$ cat src/rtl/tls_pkg.sv
// Shared phase codes, lamp vector and decode helpers for the intersection controller.
package tls_pkg;

  typedef enum logic [2:0] {
    PhMainG = 3'd0,
    PhMainY = 3'd1,
    PhAllrS = 3'd2,
    PhSideG = 3'd3,
    PhSideY = 3'd4,
    PhAllrM = 3'd5,
    PhFlash = 3'd6
  } phase_e;

  // Bit order MSB..LSB: main_g, main_y, main_r, side_g, side_y, side_r.
  typedef struct packed {
    logic main_g;
    logic main_y;
    logic main_r;
    logic side_g;
    logic side_y;
    logic side_r;
  } lamps_t;

  function automatic lamps_t lamp_decode(input phase_e ph, input logic blink);
    lamps_t l;
    l = '0;
    case (ph)
      PhMainG: begin l.main_g = 1'b1; l.side_r = 1'b1; end
      PhMainY: begin l.main_y = 1'b1; l.side_r = 1'b1; end
      PhAllrS,
      PhAllrM: begin l.main_r = 1'b1; l.side_r = 1'b1; end
      PhSideG: begin l.side_g = 1'b1; l.main_r = 1'b1; end
      PhSideY: begin l.side_y = 1'b1; l.main_r = 1'b1; end
      PhFlash: begin l.main_y = blink; l.side_r = blink; end
      default: l = '0;
    endcase
    return l;
  endfunction

  function automatic phase_e next_phase(input phase_e ph);
    case (ph)
      PhMainG: return PhMainY;
      PhMainY: return PhAllrS;
      PhAllrS: return PhSideG;
      PhSideG: return PhSideY;
      PhSideY: return PhAllrM;
      default: return PhMainG;
    endcase
  endfunction

endpackage

$ cat src/rtl/tls_phase_timer.sv
// Phase counter: counts 0..dur-1, flags the last cycle and reports cycles remaining.
module tls_phase_timer #(
  parameter int unsigned DUR_W = 4
) (
  input  logic             clk,
  input  logic             reset,
  input  logic             clear,
  input  logic             hold,
  input  logic [DUR_W-1:0] dur,
  output logic [DUR_W-1:0] count,
  output logic             done,
  output logic [DUR_W-1:0] remain
);

  logic [DUR_W-1:0] count_q;

  // dur is always >= 1 here, so dur-1-count never wraps.
  assign done   = (count_q == dur - DUR_W'(1));
  assign remain = dur - DUR_W'(1) - count_q;
  assign count  = count_q;

  // Counter: clear beats hold, wraps to zero after the last cycle.
  always_ff @(posedge clk) begin
    if (reset || clear) begin
      count_q <= '0;
    end else if (hold) begin
      count_q <= count_q;
    end else if (done) begin
      count_q <= '0;
    end else begin
      count_q <= count_q + DUR_W'(1);
    end
  end

endmodule

$ cat src/rtl/tls_intersection.sv
// Two-approach traffic-light controller with pedestrian walk and night flash.
module tls_intersection
  import tls_pkg::*;
#(
  parameter int unsigned DUR_W      = 4,
  parameter int unsigned FLASH_HALF = 2,
  parameter int unsigned PED_EN     = 1
) (
  input  logic             clk,
  input  logic             reset,
  input  logic             set,
  input  logic             stop,
  input  logic             jump,
  input  logic             flash,
  input  logic             ped_req,
  input  logic [DUR_W-1:0] g_dur,
  input  logic [DUR_W-1:0] y_dur,
  input  logic [DUR_W-1:0] r_dur,
  output logic             main_g,
  output logic             main_y,
  output logic             main_r,
  output logic             side_g,
  output logic             side_y,
  output logic             side_r,
  output logic             walk,
  output logic [2:0]       phase,
  output logic [DUR_W-1:0] remain
);

  localparam int unsigned BcntW = (FLASH_HALF > 1) ? $clog2(FLASH_HALF) : 1;

  phase_e           phase_q;
  logic [DUR_W-1:0] g_q, y_q, r_q;
  logic             ped_q, walk_q, blink_q;
  logic [BcntW-1:0] bcnt_q;

  logic [DUR_W-1:0] eff_g, eff_y, eff_r, cur_dur, tmr_count;
  logic             tmr_done, tmr_clear, ped_early, adv, flash_exit, ped_in;
  phase_e           nxt;
  lamps_t           lamps;

  // A stored duration of zero still yields a one-cycle phase.
  function automatic logic [DUR_W-1:0] eff_dur(input logic [DUR_W-1:0] d);
    return (d == '0) ? DUR_W'(1) : d;
  endfunction

  assign eff_g = eff_dur(g_q);
  assign eff_y = eff_dur(y_q);
  assign eff_r = eff_dur(r_q);

  // Duration of the phase currently held in phase_q.
  always_comb begin
    cur_dur = DUR_W'(1);
    case (phase_q)
      PhMainG, PhSideG: cur_dur = eff_g;
      PhMainY, PhSideY: cur_dur = eff_y;
      PhAllrS, PhAllrM: cur_dur = eff_r;
      default:          cur_dur = DUR_W'(1);
    endcase
  end

  assign ped_in     = (PED_EN != 0) && ped_req && (phase_q != PhSideG);
  assign ped_early  = (PED_EN != 0) && (phase_q == PhMainG) && ped_q &&
                      (tmr_count >= (eff_g >> 1));
  assign adv        = tmr_done || ped_early;
  assign flash_exit = (phase_q == PhFlash) && !flash;
  assign nxt        = next_phase(phase_q);
  // Every forced phase change restarts the counter; an early ped exit must too.
  assign tmr_clear  = set || flash || flash_exit || jump || (!stop && ped_early);

  tls_phase_timer #(
    .DUR_W(DUR_W)
  ) u_timer (
    .clk    (clk),
    .reset  (reset),
    .clear  (tmr_clear),
    .hold   (stop),
    .dur    (cur_dur),
    .count  (tmr_count),
    .done   (tmr_done),
    .remain (remain)
  );

  // Phase FSM with duration registers, ped latch, walk and blink state.
  always_ff @(posedge clk) begin
    if (reset) begin
      phase_q <= PhMainG;
      g_q     <= DUR_W'(1);
      y_q     <= DUR_W'(1);
      r_q     <= DUR_W'(1);
      ped_q   <= 1'b0;
      walk_q  <= 1'b0;
      blink_q <= 1'b0;
      bcnt_q  <= '0;
    end else if (set) begin
      phase_q <= PhMainG;
      g_q     <= g_dur;
      y_q     <= y_dur;
      r_q     <= r_dur;
      ped_q   <= 1'b0;
      walk_q  <= 1'b0;
      blink_q <= 1'b0;
      bcnt_q  <= '0;
    end else if (flash) begin
      phase_q <= PhFlash;
      walk_q  <= 1'b0;
      if (ped_in) ped_q <= 1'b1;
      if (phase_q != PhFlash) begin
        blink_q <= 1'b1;
        bcnt_q  <= '0;
      end else if (bcnt_q == BcntW'(FLASH_HALF - 1)) begin
        blink_q <= ~blink_q;
        bcnt_q  <= '0;
      end else begin
        bcnt_q  <= bcnt_q + BcntW'(1);
      end
    end else begin
      if (ped_in) ped_q <= 1'b1;
      if (flash_exit) begin
        phase_q <= PhAllrM;
        walk_q  <= 1'b0;
      end else if (jump) begin
        phase_q <= PhAllrS;
        walk_q  <= 1'b0;
      end else if (!stop && adv) begin
        phase_q <= nxt;
        walk_q  <= 1'b0;
        if (nxt == PhSideG) begin
          // Consume the request on entry; it covers the whole side green.
          walk_q <= (PED_EN != 0) && (ped_q || ped_in);
          ped_q  <= 1'b0;
        end
      end
    end
  end

  // Lamps decode straight from the registered phase.
  assign lamps  = lamp_decode(phase_q, blink_q);
  assign main_g = lamps.main_g;
  assign main_y = lamps.main_y;
  assign main_r = lamps.main_r;
  assign side_g = lamps.side_g;
  assign side_y = lamps.side_y;
  assign side_r = lamps.side_r;
  assign walk   = walk_q;
  assign phase  = phase_q;

endmodule

$ cat config.mk
export PLATFORM = sky130hd
export DESIGN_NAME = tls_intersection
export DESIGN_NICKNAME = d
export VERILOG_FILES = /design/src/rtl/tls_pkg.sv /design/src/rtl/tls_phase_timer.sv /design/src/rtl/tls_intersection.sv
export SDC_FILE = /design/constraint.sdc
export NUM_CORES = 1
export LEC_CHECK = 0
export BUFFER_PORTS_ARGS = -buffer_cell sky130_fd_sc_hd__buf_4
export CORE_ASPECT_RATIO = 1.1
export CORE_MARGIN = 5
export CORE_UTILIZATION = 45
export DETAILED_ROUTE_END_ITERATION = 6
export PLACE_DENSITY = 0.7
export SLEW_MARGIN = 15
export SYNTH_ARGS = -nofsm -noshare
export SYNTH_HDL_FRONTEND = slang
export SYNTH_HIERARCHICAL = 1
export SYNTH_SLANG_ARGS = --single-unit
export TNS_END_PERCENT = 5
$ cat constraint.sdc
create_clock -name clk -period 2.5 [get_ports clk]
set_input_delay 0.125 -clock clk [delete_from_list [all_inputs] [get_ports clk]]
set_output_delay 0.125 -clock clk [all_outputs]
set_load 0.02 [all_outputs]
# Word-level counts from Yosys, hierarchy flattened
# Index checks and enable logic that the tools add are counted.
[totals]
register_bits = 23
output_inout_bits = 14
wordCells = 84
[op_classes]
n_addsub = 4
order_cmp = 1
eq_ne = 10
mux = 27
bitwise_logic = 1
n_reduce_logical = 31
[op_table]
columns = ["cell", "count"]
rows = [
  ["4-bit 2-to-1 mux", 4],
  ["1-bit 2-to-1 mux", 15],
  ["3-bit case mux with 5 select lines", 1],
  ["4-bit zero test", 3],
  ["3-bit 2-to-1 mux", 4],
  ["4-bit case mux with 3 select lines", 1],
  ["3-bit by 2-bit equality test with 1-bit output (second input constant)", 3],
  ["3-bit equality test (second input constant)", 3],
  ["2-bit OR reduction", 4],
  ["4-bit OR reduction", 2],
  ["1-bit logical OR", 7],
  ["1-bit logical AND", 6],
  ["5-bit OR reduction", 1],
  ["4-bit by 1-bit adder with 4-bit output (second input constant)", 1],
  ["4-bit equality test", 1],
  ["4-bit by 3-bit >= comparator with 1-bit output", 1],
  ["1-bit case mux with 2 select lines", 2],
  ["4-bit nonzero test", 1],
  ["4-bit by 1-bit subtractor with 4-bit output (second input constant)", 1],
  ["4-bit subtractor", 1],
  ["3-bit by 1-bit equality test with 1-bit output (second input constant)", 1],
  ["3-bit zero test", 1],
  ["3-bit by 2-bit inequality test with 1-bit output (second input constant)", 1],
  ["3-bit inequality test (second input constant)", 1],
  ["other kinds (7)", 8],
]

# Logic depth before layout (Yosys ltp)
[logic_depth]
ltp_word = 11
ltp_mapped = 14

# Modules after synthesis
# Netlist, hierarchy kept.
[by_module_without_submodules]
columns = ["mod", "n_inst", "cells_per_inst", "area_each_um2", "seq_area_each_um2"]
rows = [
  ["tls_intersection", 1, 140, 1189.9, 380.4],
  ["tls_phase_timer", 1, 45, 369.1, 80.1],
]

# Worst setup path before layout
# OpenSTA, ideal clock, no wires.
[synth_timing]
path_kind = "reg-to-reg"
startpoint = "register phase_q[0] (netlist: phase[0])"
endpoint = "register phase_q[2] (netlist: phase[2])"
setup_time_ns = 0.127
arrival_ns = 2.710
slack_ns = -0.336
path_stages_with_launch = 15
n_path_buf = 1
period_less_slack_ns = 2.836
cell_sequence = "dfxtp_1 > buf_2 > nand2b_1 > nor2_1 > o21ai_0 > and2_1 > inv_1 > ha_1 > xor2_1 > ha_1 > nand3_1 > nor2_1 > a221oi_4 > o21ai_2 > mux2i_1"
[synth_between]
elab_chain_len = 8
[synth_lines]
columns = ["element", "line", "source"]
rows = [
  ["start: declaration", "tls_intersection.sv:32", "phase_e phase_q;"],
  ["start signal: assignment", "tls_intersection.sv:87", "phase_q <= PhMainG;"],
  ["start signal: assignment", "tls_intersection.sv:96", "phase_q <= PhMainG;"],
  ["start signal: assignment", "tls_intersection.sv:105", "phase_q <= PhFlash;"],
  ["3-bit by 2-bit equality test with 1-bit output, or another cell as far along", "tls_intersection.sv:54", "case (phase_q)"],
  ["2-bit OR reduction (on tied branches)", "-", ""],
  ["4-bit case mux with 3 select lines *", "tls_intersection.sv:54", ""],
  ["via cur_dur[0]", "tls_intersection.sv:37", "logic [DUR_W-1:0] eff_g, eff_y, eff_r, cur_dur, tmr_count;"],
  ["4-bit by 1-bit subtractor with 4-bit output *", "tls_phase_timer.sv:18", "assign done = (count_q == dur - DUR_W'(1));"],
  ["4-bit equality test *", "tls_phase_timer.sv:18", ""],
  ["via tmr_done", "tls_intersection.sv:38", "logic tmr_done, tmr_clear, ped_early, adv, flash_exit, ped_in;"],
  ["1-bit logical OR *", "tls_intersection.sv:65", "assign adv = tmr_done || ped_early;"],
  ["1-bit logical AND *", "tls_intersection.sv:125", "end else if (!stop && adv) begin"],
  ["4-bit nonzero test (no source line) *", "-", ""],
]
# Mark *: on every way through the listed nets, which the timed path passes. The rest lies on a longest branch. The select of a mux whose other input is x is not followed.
# A chain may end at the register's enable or synchronous reset.

# Worst setup path in the final report
[layout_timing]
startpoint = "register phase_q[2] (netlist: phase[2])"
endpoint = "output remain[3]"
[layout_between]
elab_chain_len = 5
[layout_lines]
columns = ["element", "line", "source"]
rows = [
  ["3-bit by 2-bit equality test with 1-bit output, or another cell as far along", "tls_intersection.sv:54", ""],
  ["2-bit OR reduction (on tied branches)", "-", ""],
  ["4-bit case mux with 3 select lines *", "tls_intersection.sv:54", ""],
  ["via cur_dur[0]", "tls_intersection.sv:37", ""],
  ["4-bit by 1-bit subtractor with 4-bit output *", "tls_phase_timer.sv:19", "assign remain = dur - DUR_W'(1) - count_q;"],
  ["4-bit subtractor *", "tls_phase_timer.sv:19", ""],
  ["end: declaration", "tls_intersection.sv:27", "output logic [DUR_W-1:0] remain"],
]
# Mark *: on every way through the listed nets, which the timed path passes. The rest lies on a longest branch.

==> reports/qor.tcl <==
set qor(start_util_pct) 46.8
set qor(syn-instance-count) 185
set qor(timing.hold.worst_endpoint) {r_q[0]}
set qor(critical_path.endpoint_type) {primary output}
set qor(grt_setup_unrepaired) {yes}
set qor(worst-r2r-setup-slack_ns) -0.18
set qor(maxCapViolations) 0
set qor(clock-skew-final_ns) 0.00389
set qor(hold_path_class) {in -> reg}
set qor(setup_viol) 6
set qor(post_route_cells_drive_above_1_share_pct) 41.4
set qor(async_flop_share_pct) 0
set qor(critPathKind) {reg -> out}
set qor(worst_ir_drop_vdd_uv) 311
set qor(num_antenna_cells) 0
set qor(cellPowerDensity_mw_per_mm2) 476
set qor(drt_pre_antenna_iters) 5
set qor(drt.antenna.violating_nets) 0
set qor(failing_checks) {setup timing}
set qor(hold_path.startpoint) {r_dur[0]}
set qor(ys_types) 46
set qor(worst_slack_ns) -0.279
set qor(crit_path_max_fanout) 8
set qor(max_slew_margin_pct) 70.4
set qor(port-buffer-count) 32
set qor(grt_antenna_before_repair) 0
set qor(route.detailed.wl_per_inst_um) 14.2
set qor(mapped_cell_area_mm2) 0.00156
set qor(finalCriticalPeriod_ns) 2.78
set qor(htree_levels) 1
set qor(finalWeightedCongestion) 0.873
set qor(synth-seq-cells) 23
set qor(worstSkewPairLatency_ns) 0.31
set qor(fmax_ghz) 0.360
set qor(chipWidth_um) 66.1
set qor(postSynthAreaPerCell_um2) 8.43
set qor(whs_ns) 0.0171
set qor(run_status) {complete, but fails checks}
set qor(setup_tns_ns) -1.19
set qor(grt_pass1_vias) 1536
set qor(layout_commonest_cell) {buf_4}
set qor(top_level_ports) 33
set qor(route.detailed.drc) 0
set qor(ys_warn_count) 6
set qor(synth_top_area_share_pct) 29.5
set qor(path_clk_slew_ns) 0.13
set qor(gr-usage-all-layers_pct) 18.1
set qor(cts-buffers-inserted) 3
set qor(arrival_ns) 2.65
set qor(number_of_enable_flip_flop_cells_after_synthesis) 0
set qor(global_route.overflow_total) 0
set qor(dieHeight_um) 71.7
set qor(clock_sinks) 23
set qor(synth.largest_area_cell) {dfxtp_1}
set qor(depth_of_the_most_critical_reg_to_reg_path) 14
set qor(drt-total-wl_um) 4070
set qor(utilization_pct) 66.3
set qor(synthToLayoutAreaGrowth_pct) 41.7
set qor(worst_r2r_startpoint) {phase[2]}
set qor(tritoncts) {done}
set qor(number_of_placed_instances_with_taps_included) 277
set qor(final_cycle_utilization_of_the_critical_path_pct) 111
set qor(grt_start_max_net_pins) 19
set qor(tightest_slew_ns) 0.442
set qor(reg2reg_to) {phase[1]}
set qor(top_library_cells_by_usage_in_the_layout_fill_and_taps_aside) {buf_4, dfxtp_1, nor2_1}
set qor(synth_area_leaders) {dfxtp_1, mux2i_1, ha_1}
set qor(synth-main-ff-cell) {dfxtp_1}
set qor(core_area_mm2) 0.00333
set qor(vias_per_cell) 5.28
set qor(synthesis.nets) 213
set qor(cp-start-kind) {flop}
set qor(grt_first_pass_wirelength_um) 6930
set qor(holdPathStages) 2
set qor(finalNonFillerCells) 287
set qor(total_number_of_vias) 1516
set qor(num-nets-final) 268
set qor(die_area_mm2) 0.00474
set qor(clock-root-buffer) {clkbuf_4}
set qor(rows) 22
set qor(ys_seq_area_share_pct) 29.5
set qor(clock_tree.buffer_depth) 2
set qor(drtIter0Drc) 48
set qor(hpwl_um) 3150
set qor(cp_data_required_time_ns) 2.38
set qor(fillers) 286
set qor(p_leak_nw) 0.958
set qor(final-max-slew-violation-count) 0
set qor(report.final.hold_viol_count) 0
## Yosys cell counts, types with 2 or more instances
cell type,n
clkbuf_1,3
nand2b_1,6
nor3_2,2
a211oi_1,2
or2_2,2
xor2_1,5
and2_1,2
inv_1,15
nor2b_1,5
mux2i_1,15
nand2_1,11
o21ai_0,10
nand3_1,3
o22ai_1,3
ha_1,8
a222oi_1,2
a21oi_1,8
nor3_1,6
nor4_1,2
a21o_1,2
a211o_1,4
nor2_1,19
dfxtp_1,23
buf_2,5
## layout make-up
cell class,count,area (µm²),share of cell area (%)
Multi-Input combinational cell,138,1140,51.4
Tap cell,48,60.1,2.72
Sequential cell,23,469,21.2
Timing Repair Buffer,59,454,20.6
Clock buffer,3,22.5,1.02
Inverter,15,61.3,2.78
Clock inverter,1,5.00,0.227
## cells by family (layout without fill, tap and decap cells)
logic type / count (synthesis) / count (layout) / share of synthesized area [%]
compound gates: 42 / 42 / 19.3
xor+xnor: 7 / 7 / 4.41
fa+ha+maj: 9 / 9 / 7.70
buf+inv: 24 / 78 / 6.66
flops: 23 / 23 / 29.5
mux: 16 / 16 / 10.4
simple gates: 64 / 64 / 22.1
## report_power, final
part / total [mW] / switching [mW] / internal (mW)
clock network: 0.175 / 0.115 / 0.0597
registers: 0.408 / 0.0239 / 0.384
logic: 0.468 / 0.233 / 0.235
total: 1.05 / 0.372 / 0.679
## layer usage
| layer | global-route usage [%] | vias up | wire length [µm] |
|---|---|---|---|
| li1 | - | 764 | - |
| met1 | 20.5 | 700 | 1640 |
| met2 | 34.2 | 42 | 2150 |
| met3 | 2.66 | 10 | 189 |
| met4 | 5.42 | 0 | 97 |
| met5 | 0 | - | 0 |
## critical path: stages (launching register included)
cell and delay [ns]:
dfxtp_4 0.40, nand2b_4 0.17, a2111oi_4 0.38, a211oi_2 0.08, and2_4 0.16, inv_4 0.05, ha_4 0.19, inv_4 0.06
ha_4 0.19, a21o_1 0.21, a21oi_4 0.16, xor2_2 0.16, buf_6 0.13
## flip-flops by register name, indices dropped and copies added (netlist names)
name,cells
phase,3
walk,1
blink_q,1
ped_q,1
u_timer/count,4
r_q,4
bcnt_q,1
y_q,4
g_q,4
## per-stage QoR
step                      worst slack (ns)  power, mW  cell area (µm²)
after floorplan                    -0.0313      0.661             1640
after global placement             -0.0546      0.809             2040
after detailed placement            -0.105      0.823             2040
after CTS                           -0.281       1.03             2150
after global routing                -0.431       1.11             2210
final                               -0.279       1.05             2210
## worst max path at each step
stage,from,endpoint,slack (ns),cells past startpoint
floorplan,phase[0],phase[1],-0.03,14
global placement,phase[2],phase[1],-0.05,13
detailed placement,phase[2],phase[2],-0.11,13
CTS,phase[0],remain[3],-0.28,12
global route,phase[2],remain[3],-0.43,12
finish,phase[2],remain[3],-0.28,12
## what timing repair did
action | 4_1_cts | 5_1_grt
cloned | 0 | 0
endpoints found under the setup margin | 7 | 12
buffers inserted | 5 | 1
gates resized for setup | 8 | 12
pin swaps | 11 | 12
hold buffers | 0 | 0
(Power assumes the default switching activity.)
